===== src/rtl/mem_bus_arbiter.sv =====
// rtl/mem_bus_arbiter.sv - two-requester round-robin memory/I-O bus arbiter (optional bus lock: BUS_ARB_LOCK_EN)
module mem_bus_arbiter #(
    parameter int ADDR_W = 8,
    parameter int DATA_W = 8
) (
    input  logic              clk,
    input  logic              reset,
    input  logic [1:0]        req,
    input  logic [1:0]        we,
    input  logic [1:0]        io,
    input  logic [ADDR_W-1:0] addr0,
    input  logic [ADDR_W-1:0] addr1,
    input  logic [DATA_W-1:0] wdata0,
    input  logic [DATA_W-1:0] wdata1,
`ifdef BUS_ARB_LOCK_EN
    input  logic [1:0]        lock,
`endif
    input  logic [DATA_W-1:0] bus_rdata,
    output logic [1:0]        gnt,
    output logic [1:0]        done,
    output logic [DATA_W-1:0] rdata,
    output logic [ADDR_W-1:0] bus_addr,
    output logic [DATA_W-1:0] bus_wdata,
    output logic              bus_ri,
    output logic              bus_ro,
    output logic              bus_io,
    output logic              mem_clk
);

    typedef enum logic [1:0] {
        S_IDLE   = 2'd0,
        S_SETUP  = 2'd1,
        S_STROBE = 2'd2,
        S_HOLD   = 2'd3
    } state_t;

    state_t            state_q, state_d;
    logic              sel_q;       // requester owning the current transaction
    logic              last_q;      // requester granted most recently (round-robin pointer)
    logic              we_q;
    logic              io_q;
    logic [ADDR_W-1:0] addr_q;
    logic [DATA_W-1:0] wdata_q;
    logic [DATA_W-1:0] rdata_q;

    logic              rr_sel;      // round-robin winner for the current req vector
    logic              take;        // latch a new transaction on this edge
    logic              take_sel;    // requester being latched

    // Round-robin choice: a lone requester wins, a tie goes to whoever was not granted last
    assign rr_sel = (req == 2'b10) || ((req == 2'b11) && !last_q);

    // State register
    always_ff @(posedge clk or negedge reset) begin
        if (!reset) begin
            state_q <= S_IDLE;
        end else begin
            state_q <= state_d;
        end
    end

    // Next-state logic; arbitration happens in IDLE and again in HOLD for back-to-back transfers
    always_comb begin
        state_d  = state_q;
        take     = 1'b0;
        take_sel = rr_sel;
        case (state_q)
            S_IDLE: begin
                if (|req) begin
                    state_d = S_SETUP;
                    take    = 1'b1;
                end
            end
            S_SETUP:  state_d = S_STROBE;
            S_STROBE: state_d = S_HOLD;
            S_HOLD: begin
`ifdef BUS_ARB_LOCK_EN
                // A locked owner keeps the bus while it still requests; otherwise the bus idles
                if (lock[sel_q]) begin
                    if (req[sel_q]) begin
                        state_d  = S_SETUP;
                        take     = 1'b1;
                        take_sel = sel_q;
                    end else begin
                        state_d  = S_IDLE;
                    end
                end else
`endif
                if (|req) begin
                    state_d = S_SETUP;
                    take    = 1'b1;
                end else begin
                    state_d = S_IDLE;
                end
            end
            default: state_d = S_IDLE;
        endcase
    end

    // Transaction registers: winner's request is captured at grant, read data at the end of the strobe
    always_ff @(posedge clk or negedge reset) begin
        if (!reset) begin
            sel_q   <= 1'b0;
            last_q  <= 1'b1;
            we_q    <= 1'b0;
            io_q    <= 1'b0;
            addr_q  <= '0;
            wdata_q <= '0;
            rdata_q <= '0;
        end else begin
            if (take) begin
                sel_q   <= take_sel;
                last_q  <= take_sel;
                we_q    <= we[take_sel];
                io_q    <= io[take_sel];
                addr_q  <= take_sel ? addr1 : addr0;
                wdata_q <= take_sel ? wdata1 : wdata0;
            end
            if ((state_q == S_STROBE) && !we_q) begin
                rdata_q <= bus_rdata;
            end
        end
    end

    // Outputs decoded from state only, so reset clears them without waiting for a clock edge
    always_comb begin
        logic [1:0] owner;
        owner   = sel_q ? 2'b10 : 2'b01;
        gnt     = 2'b00;
        done    = 2'b00;
        bus_ri  = 1'b0;
        bus_ro  = 1'b0;
        bus_io  = 1'b0;
        mem_clk = (state_q == S_STROBE);
        if (state_q != S_IDLE) begin
            gnt    = owner;
            bus_ri = we_q;
            bus_ro = !we_q;
            bus_io = io_q;
        end
        if (state_q == S_HOLD) begin
            done = owner;
        end
    end

    assign bus_addr  = addr_q;
    assign bus_wdata = wdata_q;
    assign rdata     = rdata_q;

endmodule


===== config.mk =====
export PLATFORM = sky130hd
export DESIGN_NAME = mem_bus_arbiter
export DESIGN_NICKNAME = d
export VERILOG_FILES = /design/src/rtl/mem_bus_arbiter.sv
export SDC_FILE = /design/constraint.sdc
export NUM_CORES = 1
export LEC_CHECK = 0
export CELL_PAD_IN_SITES_DETAIL_PLACEMENT = 0
export CELL_PAD_IN_SITES_GLOBAL_PLACEMENT = 1
export CORE_UTILIZATION = 24
export CTS_BUF_LIST = sky130_fd_sc_hd__clkbuf_16
export CTS_CLUSTER_SIZE = 8
export DETAILED_ROUTE_END_ITERATION = 12
export PLACE_DENSITY = 0.73
export SYNTH_ARGS = -nofsm -noshare
export SYNTH_HDL_FRONTEND = slang
export SYNTH_SLANG_ARGS = --single-unit

===== constraint.sdc =====
create_clock -name clk -period 1.5 [get_ports clk]
set_input_delay 0.15 -clock clk [delete_from_list [all_inputs] [get_ports clk]]
set_output_delay 0.15 -clock clk [all_outputs]
set_load 0.05 [all_outputs]

==> flow_summary.json, run 1 <==
{
  "status": "finished clean",
  "clk_pin_slew_ns": 0.05,
  "fmax_mhz": 677,
  "drc_errors": 0,
  "multi_input_area_um2": 611,
  "p_leak_uw": 0.00114,
  "n_fill_cell": 553,
  "cts-htree-levels": 2,
  "vias": 1347,
  "antenna_found_initial": 0,
  "crit_slowest_cell": "dfrtp_1",
  "cts_tree": "built",
  "layout_setup_ws_ns": 0.0221,
  "grt_max_degree": 38,
  "synth_warnings": 0,
  "pwr-share-seq_pct": 20.8,
  "synthTopCellsByArea": "dfrtp_1, nand2_1, a31oi_1",
  "core_um2": 5610,
  "syn_inst": 147,
  "drtPass1Iterations": 4,
  "start_util_pct": 25.5,
  "max_stage_delay_ns": 0.39,
  "clock-sinks": 30,
  "dp_slack_ns": 0.0268,
  "cts-root-buf": "clkbuf_16",
  "final_cell_area_um2": 2590,
  "worst_setup_path_end_kind": "flop",
  "drt-total-wl_mm": 4.06,
  "holdWs_ns": 0.247,
  "hold_viol": 0,
  "switching_power_uw": 3390,
  "fin_skew_ns": 0.00326,
  "dp_hpwl_mm": 2.80,
  "ys_ff_latch": 30,
  "cap_violations": 0,
  "layout_min_cycle_time_ns": 1.48,
  "start_kind": "flop",
  "die_y_um": 79.2,
  "insertion_delay_ns": 0.27,
  "worstPathArrival_ns": 1.67,
  "setup_viol": 0,
  "clock_path_buffers": 2,
  "intPower_uw": 3870,
  "drive_above_1_share_pct": 29.8,
  "postCtsSetupBuffers": 0,
  "place.gp.congestion": 0.660,
  "port_buffers": 79,
  "wl_per_cell_um": 13.1,
  "synth_top_area_share_pct": 50.7,
  "post-route-util_pct": 46.3,
  "ant_nets": 0,
  "worstPathCellList": "inv_2 > ha_2 > o21ba_4 > clkbuf_16 > nor2_1 > a31oi_1",
  "nets": 288,
  "cts_made_buffers": 5,
  "ir_drop_mv": 1.31,
  "grt_overflow": 0,
  "num_antenna_cells": 0,
  "seqCellArea_um2": 752,
  "hold_buffers": 0,
  "die_area_um2": 6270,
  "switching_share_pct": 46.7,
  "slew_viol_final": 0,
  "cp_max_fo": 9,
  "grt_pass1_vias": 1241,
  "worst_slew_pin_slew_ns": 0.210,
  "grt_pass1_wl_mm": 5.66,
  "area_growth_pct": 81.5,
  "ys_types": 21,
  "power_frac_comb_pct": 66.0,
  "yosysSeqAreaShare_pct": 52.6,
  "avgViaCountPerCell": 4.35,
  "required_ns": 1.69,
  "p_clk_share_pct": 13.2,
  "post-route-period-util_pct": 98.5,
  "die_w_um": 79.2,
  "ioPinCount": 80,
  "slew_headroom_pct": 85.9,
  "hp-class": "in -> async",
  "worstSetupPathType": "reg -> reg",
  "row_count": 27,
  "grt_setup_unrepaired": "true",
  "pwr_density_cell_nw_per_um2": 2800,
  "synth.largest_area_cell": "dfrtp_1",
  "syn_avg_cell_area_um2": 9.73,
  "grt_use_total_pct": 12.0,
  "placed_cell_area_um2": 2350,
  "drtIter0Drc": 22,
  "netlist_area_um2": 1430,
  "syn-num-nets": 198
}
logic make-up after synthesis:
kind of cell               share of synthesized area, %
DFF                                                52.6
AOI/OAI and AO/OA                                  12.9
buffers and inverters                              6.74
muxes                                              7.00
and+or+nand+nor                                    18.2
adders and majority gates                          2.62
critical path: cells and delay by family (launching register included):
kind | cells | cell delay [ns]
AOI/OAI and AO/OA | 2 | 0.43
adders and majority gates | 1 | 0.28
buffers and inverters | 2 | 0.25
DFF | 1 | 0.39
and+or+nand+nor | 1 | 0.04
synth_stat cells (all sizes together):
cell type,n
nor3b,1
a21boi,1
and2,1
mux2i,1
buf,8
o22ai,1
a21bo,1
a21oi,3
inv,4
ha,3
o21ai,1
clkbuf,1
o21ba,1
mux2,8
dfstp,1
nor2b,4
a31oi,19
nor2,22
nand2,37
dfrtp,29
power groups by stage:
stage,Combinational [uW],Sequential (uW),Clock [uW]
after floorplan,1690,2650,0
after global placement,4290,1500,0
after detailed placement,4330,1520,0
final,4790,1510,955
after CTS,4350,1510,984
after global routing,5060,1580,1020
per-stage QoR:
step                total power [uW]  setup TNS, ns  cells
floorplan                       4340          -1.65    147
global placement                5790              0    299
detailed placement              5850              0    299
CTS                             6850         -0.206    307
global route                    7660         -0.930    310
finish                          7260              0    310
final timing paths:
path,startpoint,endpoint,slack (ns),cells past startpoint
worst min register to register,rdata[4]$_DFFE_PN0P_,rdata[4]$_DFFE_PN0P_,0.51,1
max in group asynchronous,reset,last_q$_DFFE_PN1P_,1.02,2
min in group clk,addr0[2],bus_addr[2]$_DFFE_PN0P_,0.43,3
worst max register to register,state_q[0]$_DFFE_PN0P_,bus_wdata[5]$_DFFE_PN0P_,0.02,6
worst max-delay path,state_q[0]$_DFFE_PN0P_,bus_wdata[5]$_DFFE_PN0P_,0.02,6
worst min-delay path,reset,rdata[6]$_DFFE_PN0P_,0.25,2
timing repair:
action / CTS / global route
gates cloned: 0 / 3
endpoints found under the hold margin: 0 / 0
pin swaps: 0 / 1
resized for setup: 3 / 7
endpoints found under the setup margin: 7 / 33
cell usage in the layout (no fill, tap or decap), types with 2 or more instances in the layout:
cell type        Yosys  layout
ha_2                 0       3
buf_12               0      10
a31oi_1             19      19
inv_1                4       3
a21oi_1              3       3
clkdlybuf4s50_1      0      47
nor2b_1              4       2
buf_4                0      32
mux2_2               8       8
nand2_1             37      37
dfrtp_1             29      29
clkbuf_16            0       8
nor2_1              22      21
sequential cells by signal (all words and copies together) (netlist names):
| name | cells |
|---|---|
| bus_addr | 8 |
| bus_wdata | 8 |
| io_q | 1 |
| last_q | 1 |
| rdata | 8 |
| sel_q | 1 |
| state_q | 2 |
| we_q | 1 |
layer usage:
| layer | GRT usage (%) | wire length (um) | vias to the layer above |
|---|---|---|---|
| met5 | 0 | 0 | - |
| met4 | 4.36 | 40 | 0 |
| met3 | 5.17 | 361 | 4 |
| met2 | 19.3 | 1870 | 69 |
| met1 | 14.2 | 1790 | 601 |
| li1 | - | - | 673 |
cell type report:
cell class / instances / area share [%]
timing repair buffer: 92 / 38.0
tap: 72 / 3.47
clock inverter: 3 / 0.627
multi-input combinational: 104 / 23.5
sequential: 30 / 29.0
clock buffer: 5 / 4.82
inverter: 4 / 0.579
Power figures use the tool's default switching activity.
==> run 2: changes to the inputs <==
- RECOVER_POWER: not set -> 25
==> run 2 against run 1 <==
Global-route usage unchanged. Utilization decreased by 0.27 points. Setup slack unchanged. Worst hold slack improved by 0.18 ns. Non-clock buffer count unchanged. Die area unchanged. Largest power group unchanged. Sequential power about the same. Cell count unchanged. Sequential share of layout area increased by 0.17 points. Register-to-register slack about the same. Highest routed layer unchanged. Critical path depth unchanged.
==> flow_summary.json, run 2 (synthesized netlist as in run 1, its figures left out) <==
{
  "drc_errors": 0,
  "dr_wl_met2_mm": 1.87,
  "clock-sinks": 30,
  "layout_min_cycle_time_ns": 1.48,
  "grt_use_total_pct": 12.0,
  "layout_setup_ws_ns": 0.0221,
  "vias": 1347,
  "ir_drop_mv": 1.31,
  "grt_setup_unrepaired": "true",
  "start_util_pct": 25.5,
  "drive_above_1_share_pct": 29.8,
  "wl_met3_um": 365,
  "status": "finished clean",
  "die_area_um2": 6270,
  "pwr_density_cell_nw_per_um2": 2810,
  "slew_viol_final": 0,
  "final_cell_area_um2": 2580,
  "dp_slack_ns": 0.0268,
  "ioPinCount": 80,
  "cts_tree": "built",
  "port_buffers": 79,
  "post-route-period-util_pct": 98.5,
  "antenna_found_initial": 0,
  "die_y_um": 79.2,
  "final_cell_mix": "clkdlybuf4s50_1, nand2_1, buf_4",
  "area_growth_pct": 80.4,
  "worstPathArrival_ns": 1.67,
  "cts-htree-levels": 2,
  "cap_violations": 0,
  "nets": 288,
  "grt_pass1_vias": 1241,
  "clock_path_buffers": 2,
  "drt-total-wl_mm": 4.06,
  "slew_headroom_pct": 49.5,
  "num_antenna_cells": 0,
  "grt_max_degree": 38,
  "drtPass1Iterations": 4,
  "grt_pass1_wl_mm": 5.66,
  "grt_overflow": 0,
  "core_um2": 5610,
  "avgViaCountPerCell": 4.35,
  "holdWs_ns": 0.429,
  "place.gp.congestion": 0.660,
  "hp-class": "in -> reg",
  "layout_commonest_cell": "clkdlybuf4s50_1",
  "insertion_delay_ns": 0.27,
  "start_kind": "flop",
  "wl_per_cell_um": 13.1,
  "hold_viol": 0,
  "ant_nets": 0,
  "fin_skew_ns": 0.00326,
  "clk_pin_slew_ns": 0.05,
  "placed_cell_area_um2": 2350,
  "dp_hpwl_mm": 2.80,
  "required_ns": 1.69,
  "cts-root-buf": "clkbuf_16",
  "met1_length_mm": 1.78,
  "row_count": 27,
  "worst_setup_path_end_kind": "flop",
  "cp_max_fo": 9,
  "drtIter0Drc": 22,
  "routed.top_layer": "met4",
  "n_fill_cell": 555,
  "p_leak_uw": 0.00113,
  "cts_made_buffers": 5,
  "fmax_mhz": 677,
  "seqCellArea_um2": 752,
  "setup_tns_ns": 0,
  "worst_slew_pin_slew_ns": 0.758,
  "p_total_uw": 7250,
  "die_w_um": 79.2,
  "worstSetupPathType": "reg -> reg",
  "multi_input_area_um2": 611,
  "setup_viol": 0
}
==> run 2: cell type report <==
type | count | area share [%]
clock buffers | 5 | 4.85
clock inverters | 3 | 0.630
inverters | 4 | 0.582
multi-input cells | 104 | 23.7
flip-flops and latches | 30 | 29.1
well taps | 72 | 3.49
repair buffers | 92 | 37.6
==> run 2: worst paths after layout <==
path,from,to,slack [ns],depth (start not counted)
setup / recovery,state_q[0]$_DFFE_PN0P_,bus_wdata[5]$_DFFE_PN0P_,0.02,6
hold / removal,addr0[2],bus_addr[2]$_DFFE_PN0P_,0.43,3
setup reg to reg,state_q[0]$_DFFE_PN0P_,bus_wdata[5]$_DFFE_PN0P_,0.02,6
hold reg to reg,rdata[4]$_DFFE_PN0P_,rdata[4]$_DFFE_PN0P_,0.51,1
max in group asynchronous,reset,bus_wdata[7]$_DFFE_PN0P_,0.53,2
min in group asynchronous,reset,rdata[6]$_DFFE_PN0P_,0.49,2
==> run 2: critical path, cell delays in order, from the launching register on <==
cell and delay (ns):
dfrtp_1 0.39, inv_2 0.07, ha_2 0.28, o21ba_4 0.30, clkbuf_16 0.18, nor2_1 0.04
a31oi_1 0.13
==> run 2: power breakdown <==
part / internal, uW / switching [uW]
Clock: 604 / 351
Combinational: 2000 / 2790
Sequential: 1260 / 254
Total: 3860 / 3390
==> run 2: metrics by stage <==
step | std cells | utilization [%]
after floorplan | 147 | -
after global placement | 299 | 41.9
after detailed placement | 299 | 41.9
after CTS | 307 | 44.6
after global routing | 310 | 46.0
final | 310 | 46.0
==> run 2: metal layers <==
metal  track usage [%]  vias up
li1                  -      673
met1              14.2      601
met2              19.3       69
met3              5.17        4
met4              4.36        0
met5                 0        -
==> run 2: repair_timing <==
| action | CTS | global route |
|---|---|---|
| resized for setup | 3 | 7 |
| setup buffers | 0 | 0 |
| hold buffers | 0 | 0 |
| endpoints found under the hold margin | 0 | 0 |
| pin swaps | 0 | 1 |
| gates cloned | 0 | 3 |
| setup endpoints to repair | 7 | 33 |
==> run 3: changes to the inputs <==
- CORE_ASPECT_RATIO: not set -> 0.8
- CORE_MARGIN: not set -> 8
- CTS_CLUSTER_DIAMETER: not set -> 40
==> run 3 against run 2 <==
Global-route usage decreased by 1.6 points. Largest cell class unchanged. First-iteration DRC count is 59% higher. Flip-flop and latch count is the same. Via count rose by 1.4%. Utilization fell by 1.1 points. Critical path type unchanged. Sequential share of layout area is 0.49 points lower. Cell count is 3.2% higher.
==> flow_summary.json, run 3 (synthesized netlist as in run 1, its figures left out) <==
{
  "antenna_found_initial": 0,
  "ir_drop_mv": 1.17,
  "n_fill_cell": 574,
  "die_y_um": 85.0,
  "setup_viol": 0,
  "final_cell_mix": "clkdlybuf4s50_1, nand2_1, buf_4",
  "place.gp.congestion": 0.705,
  "p_total_uw": 7410,
  "worstHoldStart": "addr0[3]",
  "nets": 289,
  "clk_pin_slew_ns": 0.05,
  "grt_setup_unrepaired": "true",
  "start_kind": "flop",
  "row_count": 25,
  "p_leak_uw": 0.00114,
  "hold_end": "bus_addr[3]$_DFFE_PN0P_",
  "grt_pass1_wl_mm": 7.09,
  "worst_setup_path_end_kind": "flop",
  "cap_violations": 0,
  "required_ns": 1.68,
  "path_buf_inv": 2,
  "r2r_start": "state_q[1]$_DFFE_PN0P_",
  "cts_made_buffers": 5,
  "fmax_mhz": 682,
  "vias": 1366,
  "grt_overflow": 0,
  "dp_hpwl_mm": 3.50,
  "worstSetupPathType": "reg -> reg",
  "die_area_um2": 8700,
  "status": "finished clean",
  "start_util_pct": 24.4,
  "clock_path_buffers": 2,
  "worstRegToRegCells": 6,
  "drive_above_1_share_pct": 32.2,
  "grt_use_total_pct": 10.4,
  "grt_pass1_vias": 1402,
  "insertion_delay_ns": 0.27,
  "port_buffers": 79,
  "cts-root-buf": "clkbuf_16",
  "fin_skew_ns": 0.00197,
  "drtPass1Iterations": 4,
  "hold_depth": 3,
  "reg2reg_slack_ns": 0.03,
  "worstPathCellList": "inv_2 > ha_4 > o21ba_4 > buf_6 > nor2_1 > a31oi_1",
  "layout_commonest_cell": "clkdlybuf4s50_1",
  "wl_per_cell_um": 14.8,
  "max_stage_delay_ns": 0.44,
  "cp_max_fo": 8,
  "hold_buffers": 0,
  "cts_tree": "built",
  "worst_slew_pin_slew_ns": 0.794,
  "cp.depth": 6,
  "avgViaCountPerCell": 4.27,
  "drtIter0Drc": 35,
  "placed_cell_area_um2": 2360,
  "hp-class": "in -> reg",
  "grt_max_degree": 31,
  "drc_errors": 0,
  "core_um2": 5850,
  "slew_headroom_pct": 47.1,
  "crit_slowest_cell": "dfrtp_2",
  "area_growth_pct": 83.8,
  "ant_nets": 0,
  "slew_viol_final": 0,
  "rr_endpoint": "bus_wdata[4]$_DFFE_PN0P_",
  "hold_viol": 0,
  "cts-htree-levels": 2,
  "holdWs_ns": 0.442,
  "layout_min_cycle_time_ns": 1.47,
  "crit_family": "compound AO/OA/AOI/OAI gates",
  "pwr_density_cell_nw_per_um2": 2820,
  "post-route-period-util_pct": 97.8,
  "num_antenna_cells": 0,
  "drt-total-wl_mm": 4.74,
  "final_cell_area_um2": 2630,
  "worstPathArrival_ns": 1.65,
  "ioPinCount": 80,
  "clock-sinks": 30,
  "die_w_um": 102
}
run 3: cell types whose count changed in the layout (fill, tap and decap cells not counted), sizes merged:
cell      before  now
clkinvlp       1    0
buf           41   43
clkinv         2    3
clkbuf         9    8
run 3: worst register-to-register path, stage by stage (launching register included):
cell and delay, ns:
dfrtp_2 0.44, inv_2 0.09, ha_4 0.20, o21ba_4 0.31, buf_6 0.15, nor2_1 0.05, a31oi_1 0.15
run 3: cell type report:
cell class | instances | area (um2) | share of cell area [%]
Sequential cell | 30 | 753 | 28.7
Timing Repair Buffer | 93 | 985 | 37.5
Multi-Input combinational cell | 104 | 638 | 24.3
Inverter | 4 | 15.0 | 0.571
Clock buffer | 5 | 125 | 4.76
Tap cell | 81 | 101 | 3.86
Clock inverter | 3 | 11.3 | 0.428
run 3: metrics by stage:
| step | cells | setup TNS (ns) | worst slack [ns] | util (%) |
|---|---|---|---|---|
| floorplan | 147 | -1.65 | -0.168 | - |
| global placement | 308 | 0 | 0.0631 | 40.4 |
| detailed placement | 308 | -0.00959 | -0.00959 | 40.4 |
| CTS | 316 | -0.143 | -0.0336 | 43.0 |
| global route | 320 | -0.120 | -0.0310 | 44.9 |
| finish | 320 | 0 | 0.0333 | 44.9 |
run 3: power by group:
part	leakage, uW	switching, uW	internal (uW)
combinational	0.000731	2850	2100
clock	0.0000663	327	595
sequential	0.000342	281	1260
run 3: timing repair:
item	CTS	global route
buffers inserted	0	2
resized for setup	6	18
endpoints found under the setup margin	10	34
pin swaps	0	0
cloned	0	2
run 3: worst max-delay path by stage:
stage                                           to  slack [ns]                   start
after floorplan                             bus_io       -0.17  state_q[0]$_DFFE_PN0P_
after global placement    bus_wdata[2]$_DFFE_PN0P_        0.06  state_q[1]$_DFFE_PN0P_
after detailed placement   bus_addr[5]$_DFFE_PN0P_       -0.01  state_q[1]$_DFFE_PN0P_
after CTS                 bus_wdata[2]$_DFFE_PN0P_       -0.03  state_q[1]$_DFFE_PN0P_
after global routing      bus_wdata[4]$_DFFE_PN0P_       -0.03  state_q[0]$_DFFE_PN0P_
final                     bus_wdata[4]$_DFFE_PN0P_        0.03  state_q[1]$_DFFE_PN0P_
run 3: metal layers:
metal	share of wire, %	up-vias	global-route usage, %
li1	-	678	-
met1	47	624	13.5
met2	41	62	14.6
met3	12	2	5.56
met4	0.21	0	2.79
met5	0	-	0
